===== src/rtl/rotary_accumulator_if.sv =====
// Bundle of step/load inputs and value/status outputs for rotary_accumulator.
// The design side uses the slave modport, the driving side the master modport.
interface rotary_accumulator_if #(
    parameter int WIDTH = 8
);
    logic             in_cw;
    logic             in_ccw;
    logic             in_load;
    logic [WIDTH-1:0] in_load_value;
    logic [WIDTH-1:0] out_value;
    logic             out_changed;
    logic             out_at_min;
    logic             out_at_max;

    modport master (
        output in_cw,
        output in_ccw,
        output in_load,
        output in_load_value,
        input  out_value,
        input  out_changed,
        input  out_at_min,
        input  out_at_max
    );

    modport slave (
        input  in_cw,
        input  in_ccw,
        input  in_load,
        input  in_load_value,
        output out_value,
        output out_changed,
        output out_at_min,
        output out_at_max
    );
endinterface


===== src/rtl/rotary_accumulator.sv =====
// Bounded up/down accumulator driven by rotary-encoder step pulses, with
// saturate/wrap modes, clamped parallel load and same-direction acceleration.
module rotary_accumulator #(
    parameter int WIDTH       = 8,
    parameter int MIN_VALUE   = 0,
    parameter int MAX_VALUE   = 255,
    parameter int RESET_VALUE = 0,
    parameter int WRAP        = 0,
    parameter int FAST_WINDOW = 0,
    parameter int FAST_STEP   = 4
) (
    input logic                clk,
    input logic                rst,
    rotary_accumulator_if.slave bus
);

    // Two guard bits keep value+range and value+step free of overflow.
    localparam int EXT  = WIDTH + 2;
    localparam int GAPW = (FAST_WINDOW > 0) ? $clog2(FAST_WINDOW + 1) : 1;

    localparam logic [EXT-1:0]   L_MIN      = EXT'(MIN_VALUE);
    localparam logic [EXT-1:0]   L_MAX      = EXT'(MAX_VALUE);
    localparam logic [EXT-1:0]   L_RANGE    = EXT'(MAX_VALUE - MIN_VALUE + 1);
    localparam logic [EXT-1:0]   L_FAST     = EXT'(FAST_STEP);
    localparam logic [EXT-1:0]   L_ONE      = EXT'(1);
    localparam logic [WIDTH-1:0] L_MIN_W    = WIDTH'(MIN_VALUE);
    localparam logic [WIDTH-1:0] L_MAX_W    = WIDTH'(MAX_VALUE);
    localparam logic [WIDTH-1:0] L_RESET_W  = WIDTH'(RESET_VALUE);
    localparam logic [GAPW-1:0]  L_WIN      = GAPW'(FAST_WINDOW);
    localparam logic [GAPW-1:0]  L_GAP_ONE  = GAPW'(1);
    localparam logic [GAPW-1:0]  L_GAP_ZERO = '0;
    localparam bit               L_ACCEL    = (FAST_WINDOW > 0);
    localparam bit               L_WRAP     = (WRAP != 0);

    localparam logic [1:0] S_IDLE     = 2'd0;
    localparam logic [1:0] S_ARMED_UP = 2'd1;
    localparam logic [1:0] S_ARMED_DN = 2'd2;

    logic [WIDTH-1:0] r_value;
    logic             r_changed;
    logic [1:0]       r_state;
    logic [GAPW-1:0]  r_gap;

    logic             w_up;
    logic             w_dn;
    logic             w_step;
    logic             w_fast;
    logic [EXT-1:0]   w_cur;
    logic [EXT-1:0]   w_load;
    logic [EXT-1:0]   w_stepSize;
    logic [EXT-1:0]   w_upSum;
    logic [EXT-1:0]   w_dnFloor;
    logic [WIDTH-1:0] w_next;
    logic [1:0]       w_nextState;
    logic [GAPW-1:0]  w_nextGap;

    assign w_up   = bus.in_cw & ~bus.in_ccw;
    assign w_dn   = bus.in_ccw & ~bus.in_cw;
    assign w_step = w_up | w_dn;

    // Fast only when continuing the armed direction inside the window.
    assign w_fast = L_ACCEL && (r_gap != L_WIN) &&
                    (((r_state == S_ARMED_UP) && w_up) ||
                     ((r_state == S_ARMED_DN) && w_dn));

    always_comb begin
        w_cur      = {2'b00, r_value};
        w_load     = {2'b00, bus.in_load_value};
        w_stepSize = w_fast ? L_FAST : L_ONE;
        w_upSum    = w_cur + w_stepSize;
        w_dnFloor  = L_MIN + w_stepSize;
        w_next     = r_value;

        if (bus.in_load) begin
            if (w_load + L_ONE <= L_MIN) begin
                w_next = L_MIN_W;
            end else if (w_load > L_MAX) begin
                w_next = L_MAX_W;
            end else begin
                w_next = bus.in_load_value;
            end
        end else if (w_up) begin
            if (w_upSum > L_MAX) begin
                w_next = L_WRAP ? WIDTH'(w_upSum - L_RANGE) : L_MAX_W;
            end else begin
                w_next = WIDTH'(w_upSum);
            end
        end else if (w_dn) begin
            if (w_cur < w_dnFloor) begin
                w_next = L_WRAP ? WIDTH'(w_cur + L_RANGE - w_stepSize) : L_MIN_W;
            end else begin
                w_next = WIDTH'(w_cur - w_stepSize);
            end
        end
    end

    // Gap counter only advances while armed; hitting the window disarms.
    always_comb begin
        w_nextState = r_state;
        w_nextGap   = r_gap;

        if (bus.in_load) begin
            w_nextState = S_IDLE;
            w_nextGap   = L_GAP_ZERO;
        end else if (w_step) begin
            if (L_ACCEL) begin
                w_nextState = w_up ? S_ARMED_UP : S_ARMED_DN;
            end else begin
                w_nextState = S_IDLE;
            end
            w_nextGap = L_GAP_ZERO;
        end else if (r_state != S_IDLE) begin
            if (r_gap + L_GAP_ONE == L_WIN) begin
                w_nextState = S_IDLE;
                w_nextGap   = L_WIN;
            end else begin
                w_nextGap = r_gap + L_GAP_ONE;
            end
        end
    end

    always_ff @(posedge clk) begin
        if (rst) begin
            r_value   <= L_RESET_W;
            r_changed <= 1'b0;
            r_state   <= S_IDLE;
            r_gap     <= L_GAP_ZERO;
        end else begin
            r_value   <= w_next;
            r_changed <= (w_next != r_value);
            r_state   <= w_nextState;
            r_gap     <= w_nextGap;
        end
    end

    assign bus.out_value   = r_value;
    assign bus.out_changed = r_changed;
    assign bus.out_at_min  = (r_value == L_MIN_W);
    assign bus.out_at_max  = (r_value == L_MAX_W);

endmodule


===== src/flat_wrapper.sv =====
// flat-port wrapper written by rule: the top's interface ports become plain ports
module rotary_accumulator_flat 
#(
    parameter int WIDTH       = 8,
    parameter int MIN_VALUE   = 0,
    parameter int MAX_VALUE   = 255,
    parameter int RESET_VALUE = 0,
    parameter int WRAP        = 0,
    parameter int FAST_WINDOW = 0,
    parameter int FAST_STEP   = 4
)
  (clk, rst, bus_in_cw, bus_in_ccw, bus_in_load, bus_in_load_value, bus_out_value, bus_out_changed, bus_out_at_min, bus_out_at_max);
  rotary_accumulator_if #(.WIDTH(WIDTH)) bus_i ();
  input logic clk;
  input logic rst;
  input wire logic [$bits(bus_i.in_cw)-1:0] bus_in_cw;
  input wire logic [$bits(bus_i.in_ccw)-1:0] bus_in_ccw;
  input wire logic [$bits(bus_i.in_load)-1:0] bus_in_load;
  input wire logic [$bits(bus_i.in_load_value)-1:0] bus_in_load_value;
  output wire logic [$bits(bus_i.out_value)-1:0] bus_out_value;
  output wire logic [$bits(bus_i.out_changed)-1:0] bus_out_changed;
  output wire logic [$bits(bus_i.out_at_min)-1:0] bus_out_at_min;
  output wire logic [$bits(bus_i.out_at_max)-1:0] bus_out_at_max;
  assign bus_i.in_cw = bus_in_cw;
  assign bus_i.in_ccw = bus_in_ccw;
  assign bus_i.in_load = bus_in_load;
  assign bus_i.in_load_value = bus_in_load_value;
  assign bus_out_value = bus_i.out_value;
  assign bus_out_changed = bus_i.out_changed;
  assign bus_out_at_min = bus_i.out_at_min;
  assign bus_out_at_max = bus_i.out_at_max;
  rotary_accumulator #(.WIDTH(WIDTH), .MIN_VALUE(MIN_VALUE), .MAX_VALUE(MAX_VALUE), .RESET_VALUE(RESET_VALUE), .WRAP(WRAP), .FAST_WINDOW(FAST_WINDOW), .FAST_STEP(FAST_STEP)) u_core (.clk(clk), .rst(rst), .bus(bus_i));
endmodule

===== config.mk =====
export PLATFORM = sky130hd
export DESIGN_NAME = rotary_accumulator_flat
export DESIGN_NICKNAME = d
export VERILOG_FILES = /design/src/rtl/rotary_accumulator_if.sv /design/src/rtl/rotary_accumulator.sv /design/src/flat_wrapper.sv
export SDC_FILE = /design/constraint.sdc
export NUM_CORES = 1
export LEC_CHECK = 0
export ABC_AREA = 1
export CORE_UTILIZATION = 50
export DETAILED_ROUTE_END_ITERATION = 6
export DONT_BUFFER_PORTS = 1
export PLACE_DENSITY = 0.68
export SLEW_MARGIN = 20
export SYNTH_ARGS = -nofsm -noshare
export SYNTH_HDL_FRONTEND = slang
export SYNTH_SLANG_ARGS = --single-unit

===== constraint.sdc =====
create_clock -name clk -period 1.66 [get_ports clk]
set_input_delay 0.249 -clock clk [delete_from_list [all_inputs] [get_ports clk]]
set_output_delay 0.249 -clock clk [all_outputs]
set_load 0.03 [all_outputs]

==> flow_summary.json, run 1 <==
{
  "critPathCaptureType": "flop",
  "antennaDiodeCount": 0,
  "core_region_area_mm2": 0.00196,
  "run_status": "finished with violations",
  "crit_path_top_delay_cell": "dfxtp_4",
  "top_level_ports": 24,
  "slew_viol_final": 0,
  "max_clock_freq_ghz": 0.566,
  "drt-initial-drc-count": 40,
  "global_route.usage.total": 0.279,
  "grt_setup_unrepaired": "true",
  "clk-insertion-delay-late_ns": 0.27,
  "port-buffer-count": 0,
  "cp.arrival_ns": 1.93,
  "proportion_of_layout_cells_with_a_drive_suffix_above_1": 0.394,
  "root_buffer": "clkbuf_4",
  "tritoncts_num_sinks": 9,
  "timing.hold.ws_ns": 0.0273,
  "final_nets": 238,
  "synth-warning-count": 0,
  "routed-via-count": 1339,
  "syn-instance-count": 190,
  "worstHoldPathType": "input pin to flop",
  "worstSetupPathType": "flop to flop",
  "grt_antenna_before_repair": 0,
  "power_per_cell_area_mw_per_mm2": 585,
  "slew-limit-headroom": 0.792,
  "die_h_um": 47.7,
  "critical_path.cell_chain": "ha_4, nand2_4, nor2_4, a21oi_4, nand2_1, nand3_2, nand2_1, nand2_1, nand2_1, nor2_1, nand3_1, nor2_1, nor2_1",
  "synth_sequential_area_ratio": 0.172,
  "static_leak_nw": 0.736,
  "initial_utilization": 0.533,
  "worst_ir_drop_vdd_v": 0.000483,
  "synthToLayoutAreaGrowth_pct": 41.0,
  "violations": "negative setup slack",
  "synth_area_mm2": 0.00105,
  "wirelength_mm": 3.38,
  "grt_max_degree": 12,
  "cts_buffer_depth": 2,
  "final.period_utilization": 1.06,
  "final_antenna_net_count": 0,
  "worstPathRequired_ns": 1.83,
  "rows": 16,
  "dp_hpwl_mm": 2.33,
  "cts_hold_buffers": 0,
  "worstMarginPinSlew_ns": 0.312,
  "chipWidth_um": 47.7,
  "drc": 0,
  "max_cap_viol_count": 0,
  "cpMostUsedCell": "nand2_1",
  "die_area_mm2": 0.00228,
  "globalplace.congestion": 0.859,
  "grt-ovfl-total": 0,
  "netlist-cell-type-count": 23,
  "clk_transition_reported_paths_ns": 0.06,
  "critical_path.startpoint_type": "flop",
  "cpPeakStageDelay_ns": 0.37,
  "first_pass_grt_wire_length_mm": 4.36,
  "number_of_h_tree_levels": 1,
  "layout_min_cycle_time_ns": 1.77,
  "synth_nets": 206,
  "first_pass_iters": 4,
  "finalClockSkew_ns": 0.000182,
  "worstPathMaxFanout": 8,
  "synth_area_per_cell_um2": 5.51,
  "numCtsBuffers": 3,
  "via_count_of_the_first_global_routing_pass": 1036,
  "timing.final.setup_violations": 2,
  "hold_viol_final": 0,
  "routedWlPerCell_um": 13.6,
  "seq_cells_post_synth": 9,
  "post-route-worst-setup-slack_ns": -0.107,
  "tritoncts": "built",
  "ratio_of_routed_vias_to_standard_cells": 5.40,
  "dpl_worst_slack_ns": -0.0930
}
[cell type report]
class	count	area (um^2)
Fill cell	174	487
Inverter	16	67.6
Multi-Input combinational cell	160	898
Tap cell	27	33.8
Sequential cell	9	198
Timing Repair Buffer	32	251
Clock buffer	4	26.3
[state kept, by name, summed over array words and instances, names as in the netlist]
name / count
u_core.bus.out_changed: 1
u_core.bus.out_value: 8
[synthesized netlist by cell type]
library cell,n,area (um^2)
nor2_4,1,11.3
buf_1,1,3.75
nand3_2,3,30.0
nor2_1,14,52.6
dfxtp_1,9,180
nand4_1,2,12.5
inv_1,11,41.3
nand2_2,3,18.8
inv_2,5,18.8
clkbuf_8,1,13.8
nor3_1,1,5.00
buf_6,2,22.5
ha_1,3,37.5
a21oi_4,1,16.3
nand2_4,1,11.3
xnor2_1,1,8.76
nor2_2,5,31.3
buf_2,1,5.00
o21ai_2,1,8.76
nand3_1,26,130
nand2_1,83,312
a21oi_1,11,55.1
o21ai_0,4,20.0
[kinds of logic after synthesis]
| family | after synthesis | synth area share |
|---|---|---|
| and+or+nand+nor | 139 | 0.587 |
| buffers and inverters | 21 | 0.100 |
| AOI/OAI and AO/OA | 17 | 0.0957 |
| DFF | 9 | 0.172 |
| adders and majority gates | 3 | 0.0359 |
| xor gates and xnor gates | 1 | 0.00837 |
[cells in the final DEF (no fill, tap or decap), drive strengths merged]
cell type,netlist,final
a21oi,12,12
buf,4,32
clkbuf,1,4
dfxtp,9,9
ha,3,3
inv,16,16
nand2,87,87
nand3,29,29
nand4,2,2
nor2,20,20
nor3,1,1
o21ai,5,5
xnor2,1,1
[worst paths after layout]
check / slack (ns) / start / endpoint / depth (start not counted)
worst max-delay path: -0.11 / u_core.bus.out_value[1]$_SDFF_PP0_ / u_core.bus.out_changed$_SDFF_PP0_ / 13
worst min-delay path: 0.03 / rst / u_core.bus.out_value[7]$_SDFF_PP0_ / 1
worst max register to register: -0.11 / u_core.bus.out_value[1]$_SDFF_PP0_ / u_core.bus.out_changed$_SDFF_PP0_ / 13
worst min register to register: 0.70 / u_core.bus.out_value[7]$_SDFF_PP0_ / u_core.bus.out_changed$_SDFF_PP0_ / 5
[routing by layer]
metal | GRT usage | share of wire | wire, um | vias to the layer above
met5 | 0 | 0 | 0 | -
met1 | 0.359 | 0.43 | 1460 | 604
met3 | 0.0453 | 0.064 | 216 | 13
met4 | 0.117 | 0.025 | 85 | 0
li1 | - | - | - | 674
met2 | 0.459 | 0.48 | 1620 | 48
[where the power goes]
group,internal (W),leakage [nW],switching [W]
registers,0.000234,0.0782,0.0000408
logic,0.000167,0.643,0.000245
clock network,0.0000931,0.0150,0.0000827
[worst max-delay path, delay by kind of cell (launching register included)]
kind | cells | cell delay [ns]
compound gates | 1 | 0.27
fa+ha+maj | 1 | 0.17
flops | 1 | 0.37
simple gates | 11 | 0.85
[stage by stage]
stage / util / instances / power, W / area [um^2] / TNS [ns]
floorplan: - / 190 / 0.000519 / 1090 / 0
global placement: 0.645 / 237 / 0.000611 / 1260 / -0.0254
detailed placement: 0.645 / 237 / 0.000617 / 1260 / -0.0930
CTS: 0.717 / 246 / 0.000829 / 1410 / -0.0162
global route: 0.752 / 248 / 0.000914 / 1480 / -0.311
finish: 0.752 / 248 / 0.000863 / 1480 / -0.123
[repair_timing]
item / in CTS / in global routing
pin swaps: 11 / 13
setup buffers: 5 / 2
endpoints found under the setup margin: 1 / 4
resized for setup: 18 / 17
No activity file was read; power rests on OpenSTA's default activity.
==> inputs of run 2 (changes only) <==
--- a/config.mk
+++ b/config.mk
@@ -6,6 +6,7 @@
 export NUM_CORES = 1
 export LEC_CHECK = 0
 export ABC_AREA = 1
+export CORE_MARGIN = 2
 export CORE_UTILIZATION = 50
 export DETAILED_ROUTE_END_ITERATION = 6
 export DONT_BUFFER_PORTS = 1
==> run 2 against run 1 <==
- the run still ends with negative setup slack left
- first-iteration DRC count down 35%
- clock-buffer cell count unchanged
- critical endpoint unchanged
- highest routed layer unchanged
- worst setup slack better by 0.044 ns
==> flow_summary.json, run 2 (same netlist as run 1, synthesis figures left out) <==
{
  "antennaDiodeCount": 0,
  "cts_hold_buffers": 0,
  "run_status": "finished with violations",
  "numCtsBuffers": 3,
  "routed-via-count": 1303,
  "violations": "negative setup slack",
  "final_antenna_net_count": 0,
  "drt-initial-drc-count": 26,
  "slew_viol_final": 0,
  "number_of_h_tree_levels": 1,
  "core_region_area_mm2": 0.00196,
  "max_cap_viol_count": 0,
  "hold_viol_final": 0,
  "static_leak_nw": 0.719,
  "placed_cell_count": 240,
  "initial_utilization": 0.533,
  "final_nets": 235,
  "global_route.usage.total": 0.279,
  "post-route-worst-setup-slack_ns": -0.0637,
  "port-buffer-count": 0,
  "critical_path.startpoint_type": "flop",
  "timing.final.setup_violations": 2,
  "cts_buffer_depth": 2,
  "timing.hold.ws_ns": 0.0396,
  "worstSetupPathType": "flop to flop",
  "power_per_cell_area_mw_per_mm2": 595,
  "grt_antenna_before_repair": 0,
  "p_comb_frac": 0.471,
  "clk-insertion-delay-late_ns": 0.26,
  "timing.critical_path.from": "u_core.bus.out_value[0]$_SDFF_PP0_",
  "wirelength_mm": 3.18,
  "mostFrequentLayoutCell": "nand2_1",
  "proportion_of_layout_cells_with_a_drive_suffix_above_1": 0.349,
  "die_h_um": 49.7,
  "max_clock_freq_ghz": 0.580,
  "instances_no_fill": 245,
  "ratio_of_routed_vias_to_standard_cells": 5.32,
  "fin_setup_tns_ns": -0.0696,
  "chipWidth_um": 49.7,
  "drc": 0,
  "routedWlPerCell_um": 13.0,
  "final.period_utilization": 1.04,
  "netSwitchingFraction": 0.421,
  "worstPathMaxFanout": 8,
  "layout_min_cycle_time_ns": 1.72,
  "die_area_mm2": 0.00247,
  "largest_reg_flops": 8,
  "tritoncts_num_sinks": 9,
  "clkPwrFrac": 0.205,
  "rows": 16,
  "power.share.sequential": 0.324,
  "internal_power_w": 0.000487,
  "first_pass_iters": 4,
  "worst_ir_drop_vdd_v": 0.000589,
  "first_pass_grt_wire_length_mm": 5.42,
  "grt_max_degree": 12,
  "finalClockSkew_ns": 0.00115,
  "clk_transition_reported_paths_ns": 0.06,
  "dp_hpwl_mm": 2.46,
  "top_level_ports": 24,
  "grt-ovfl-total": 0,
  "synthToLayoutAreaGrowth_pct": 35.0,
  "r2r-start": "u_core.bus.out_value[0]$_SDFF_PP0_",
  "root_buffer": "clkbuf_4",
  "via_count_of_the_first_global_routing_pass": 1269,
  "power.switching_w": 0.000353,
  "layout_common_cells": "nand2_1 (79), buf_4 (27), nand3_1 (22)",
  "cp.arrival_ns": 1.88,
  "critPathCaptureType": "flop",
  "hold_path.startpoint": "rst",
  "worstPathRequired_ns": 1.82,
  "worstHoldPathType": "input pin to flop",
  "tritoncts": "built",
  "grt_setup_unrepaired": "true",
  "worstMarginPinSlew_ns": 0.309,
  "globalplace.congestion": 0.836,
  "slew-limit-headroom": 0.793
}
==> run 2: cell count changes in the layout (fill, tap and decap cells not counted), sizes merged <==
cell  previous run  this run
buf             32        29
==> run 2: worst max-delay path, cell delays in order (launching register included) <==
cell and delay [ns]:
dfxtp_4 0.37, ha_4 0.17, nand2_4 0.08, nor2_4 0.04, a21oi_4 0.25, nand2_1 0.10, nand3_2 0.10, nand2_1 0.06
nand2_1 0.06, nand2_1 0.06, nor2_1 0.09, nand3_1 0.07, nor2_1 0.11, nor2_1 0.05
==> run 2: what timing repair did <==
item / 4_1_cts / 5_1_grt
pin swaps: 8 / 2
setup endpoints to repair: 2 / 4
setup buffers: 1 / 0
gates resized for setup: 17 / 9
==> run 2: power groups by stage <==
| stage | sequential, W | clock [W] | combinational (W) |
|---|---|---|---|
| after floorplan | 0.000289 | 0 | 0.000229 |
| after global placement | 0.000269 | 0 | 0.000349 |
| after detailed placement | 0.000269 | 0 | 0.000359 |
| after CTS | 0.000268 | 0.000173 | 0.000381 |
| after global routing | 0.000275 | 0.000182 | 0.000437 |
| final | 0.000272 | 0.000172 | 0.000395 |
==> run 2: worst paths after layout <==
kind	endpoint	slack [ns]	cells after the start
max	u_core.bus.out_changed$_SDFF_PP0_	-0.06	13
min	u_core.bus.out_value[3]$_SDFF_PP0_	0.04	1
max reg2reg	u_core.bus.out_changed$_SDFF_PP0_	-0.06	13
min reg2reg	u_core.bus.out_changed$_SDFF_PP0_	0.69	5
==> run 2: cell type report <==
type,count,area [um^2]
multi-input cells,160,862
repair buffers,29,225
well taps,27,33.8
flip-flops and latches,9,195
clock buffers,4,26.3
fillers,187,549
inverters,16,70.1
==> run 2: metal layers <==
metal	global-route usage	wire length, um	vias up
met1	0.359	1490	600
met2	0.500	1550	29
met3	0.00909	103	5
met5	0	0	-
li1	-	-	669
met4	0.0880	36	0
==> run 2: metrics by stage <==
step / power [W] / utilization / area [um^2] / setup WS [ns]
3_5_place_dp: 0.000628 / 0.656 / 1290 / -0.0990
4_1_cts: 0.000822 / 0.706 / 1390 / -0.0200
6_report: 0.000840 / 0.720 / 1410 / -0.0637
2_1_floorplan: 0.000519 / - / 1090 / 0.00471
3_3_place_gp: 0.000618 / 0.656 / 1290 / -0.0574
5_1_grt: 0.000895 / 0.720 / 1410 / -0.182
==> inputs of run 3 (changes only) <==
--- a/config.mk
+++ b/config.mk
@@ -6,11 +6,12 @@
 export NUM_CORES = 1
 export LEC_CHECK = 0
 export ABC_AREA = 1
+export CAP_MARGIN = 20
 export CORE_MARGIN = 2
-export CORE_UTILIZATION = 50
+export CORE_UTILIZATION = 55
 export DETAILED_ROUTE_END_ITERATION = 6
 export DONT_BUFFER_PORTS = 1
-export PLACE_DENSITY = 0.68
+export PLACE_DENSITY = 0.73
 export SLEW_MARGIN = 20
 export SYNTH_ARGS = -nofsm -noshare
 export SYNTH_HDL_FRONTEND = slang
==> run 3 against run 2 <==
- the flow still finishes with violations (negative setup slack)
- fmax decreased by 5.8%
- clock power increased by 5%
- via count increased by 1.0%
- flip-flop and latch count unchanged
- clock-buffer cell count unchanged
- combinational power decreased by 5.1%
- cell area decreased by 4.2%
- critical endpoint unchanged
==> flow_summary.json, run 3 (same netlist as run 1, synthesis figures left out) <==
{
  "clk-insertion-delay-late_ns": 0.27,
  "fin_setup_tns_ns": -0.170,
  "proportion_of_layout_cells_with_a_drive_suffix_above_1": 0.322,
  "hold_viol_final": 0,
  "first_pass_grt_wire_length_mm": 4.71,
  "min_delay_path_depth": 1,
  "multi_input_comb_area_um2": 846,
  "run_status": "finished with violations",
  "slew_viol_final": 0,
  "slew-limit-headroom": 0.785,
  "tritoncts": "built",
  "grt_max_degree": 12,
  "seq_area_um2": 195,
  "finalClockSkew_ns": 0.00316,
  "utilization_after_layout": 0.767,
  "number_of_h_tree_levels": 1,
  "worstPathRequired_ns": 1.83,
  "final_nets": 231,
  "cp.arrival_ns": 2.00,
  "max_clock_freq_ghz": 0.546,
  "via_count_of_the_first_global_routing_pass": 1128,
  "die_area_mm2": 0.00227,
  "clk_transition_reported_paths_ns": 0.06,
  "root_buffer": "clkbuf_4",
  "max_cap_viol_count": 0,
  "rows": 15,
  "static_leak_nw": 0.695,
  "port-buffer-count": 0,
  "critical_path.startpoint_type": "flop",
  "finalPower_w": 0.000826,
  "ratio_of_routed_vias_to_standard_cells": 5.51,
  "synthToLayoutAreaGrowth_pct": 29.4,
  "worst_ir_drop_vdd_v": 0.000636,
  "routedWlPerCell_um": 13.5,
  "globalplace.congestion": 0.884,
  "initial_utilization": 0.593,
  "critPathCaptureType": "flop",
  "grt-ovfl-total": 0,
  "antennaDiodeCount": 0,
  "final.period_utilization": 1.10,
  "worstHoldPathType": "input pin to flop",
  "routed-via-count": 1316,
  "core_region_area_mm2": 0.00176,
  "die_h_um": 47.6,
  "num-fill-cells": 166,
  "dp_hpwl_mm": 2.34,
  "grt_setup_unrepaired": "true",
  "tritoncts_num_sinks": 9,
  "grt_antenna_before_repair": 0,
  "global_route.usage.total": 0.297,
  "top_level_ports": 24,
  "chipWidth_um": 47.6,
  "worstSetupPathType": "flop to flop",
  "mostFrequentLayoutCell": "nand2_1",
  "wirelength_mm": 3.24,
  "largest_reg_flops": 8,
  "reg2regPathDepth": 14,
  "layout_common_cells": "nand2_1 (77), buf_4 (25), nand3_1 (23)",
  "worstPathMaxFanout": 5,
  "post-route-worst-setup-slack_ns": -0.170,
  "violations": "negative setup slack",
  "timing.hold.ws_ns": 0.0278,
  "power_per_cell_area_mw_per_mm2": 610,
  "drc": 0,
  "first_pass_iters": 4,
  "drt-initial-drc-count": 36,
  "timing.final.setup_violations": 1,
  "worstMarginPinSlew_ns": 0.323,
  "numCtsBuffers": 3,
  "cts_buffer_depth": 2,
  "final_antenna_net_count": 0,
  "layout_min_cycle_time_ns": 1.83
}
## run 3: cell count changes in the layout (fill, tap and decap cells not counted), sizes merged
cell,change
buf,-4
## run 3: critical path, stage by stage, from the launching register on
cell and delay (ns):
dfxtp_4 0.37, inv_4 0.08, ha_4 0.15, nand3_4 0.11
nor2_4 0.16, nand2_4 0.08, buf_4 0.14, nand3_1 0.07
nand2_1 0.06, nand2_1 0.09, nand3_1 0.07, nand2_1 0.07
nand3_1 0.08, nor2_1 0.14, nor2_1 0.05
## run 3: stage by stage
stage | area, um^2 | cells | setup slack [ns]
2_1_floorplan | 1090 | 190 | 0.00471
3_3_place_gp | 1250 | 233 | -0.0318
3_5_place_dp | 1250 | 233 | -0.0840
4_1_cts | 1320 | 238 | -0.111
5_1_grt | 1350 | 239 | -0.237
6_report | 1350 | 239 | -0.170
## run 3: path summary, 6_finish.rpt
check                                                         from                                  to  slack, ns
worst min register to register  u_core.bus.out_value[5]$_SDFF_PP0_   u_core.bus.out_changed$_SDFF_PP0_       0.74
worst max-delay path            u_core.bus.out_value[1]$_SDFF_PP0_   u_core.bus.out_changed$_SDFF_PP0_      -0.17
worst max register to register  u_core.bus.out_value[1]$_SDFF_PP0_   u_core.bus.out_changed$_SDFF_PP0_      -0.17
worst min-delay path                                           rst  u_core.bus.out_value[4]$_SDFF_PP0_       0.03
## run 3: area by class of cell
cell class	count	area share
multi-input combinational	160	0.625
clock buffer	4	0.0194
inverter	16	0.0499
sequential	9	0.144
tap	25	0.0231
timing repair buffer	25	0.139
## run 3: report_power, final
group	leakage, nW	internal (W)	total [W]	switching (W)
clock	0.0150	0.0000932	0.000180	0.0000866
sequential	0.0779	0.000234	0.000271	0.0000366
combinational	0.602	0.000143	0.000375	0.000233
total	0.695	0.000470	0.000826	0.000356
## run 3: per-layer routing
layer	global-route usage	wire length, um
met2	0.505	1580
met5	0	0
met3	0.0264	281
met1	0.377	1310
met4	0.141	64
## run 3: repair_timing
action,4_1_cts,5_1_grt
pin swaps,5,14
setup buffers,1,1
resized for setup,7,8
hold buffers,0,0
setup endpoints to repair,1,1
gates cloned,0,0
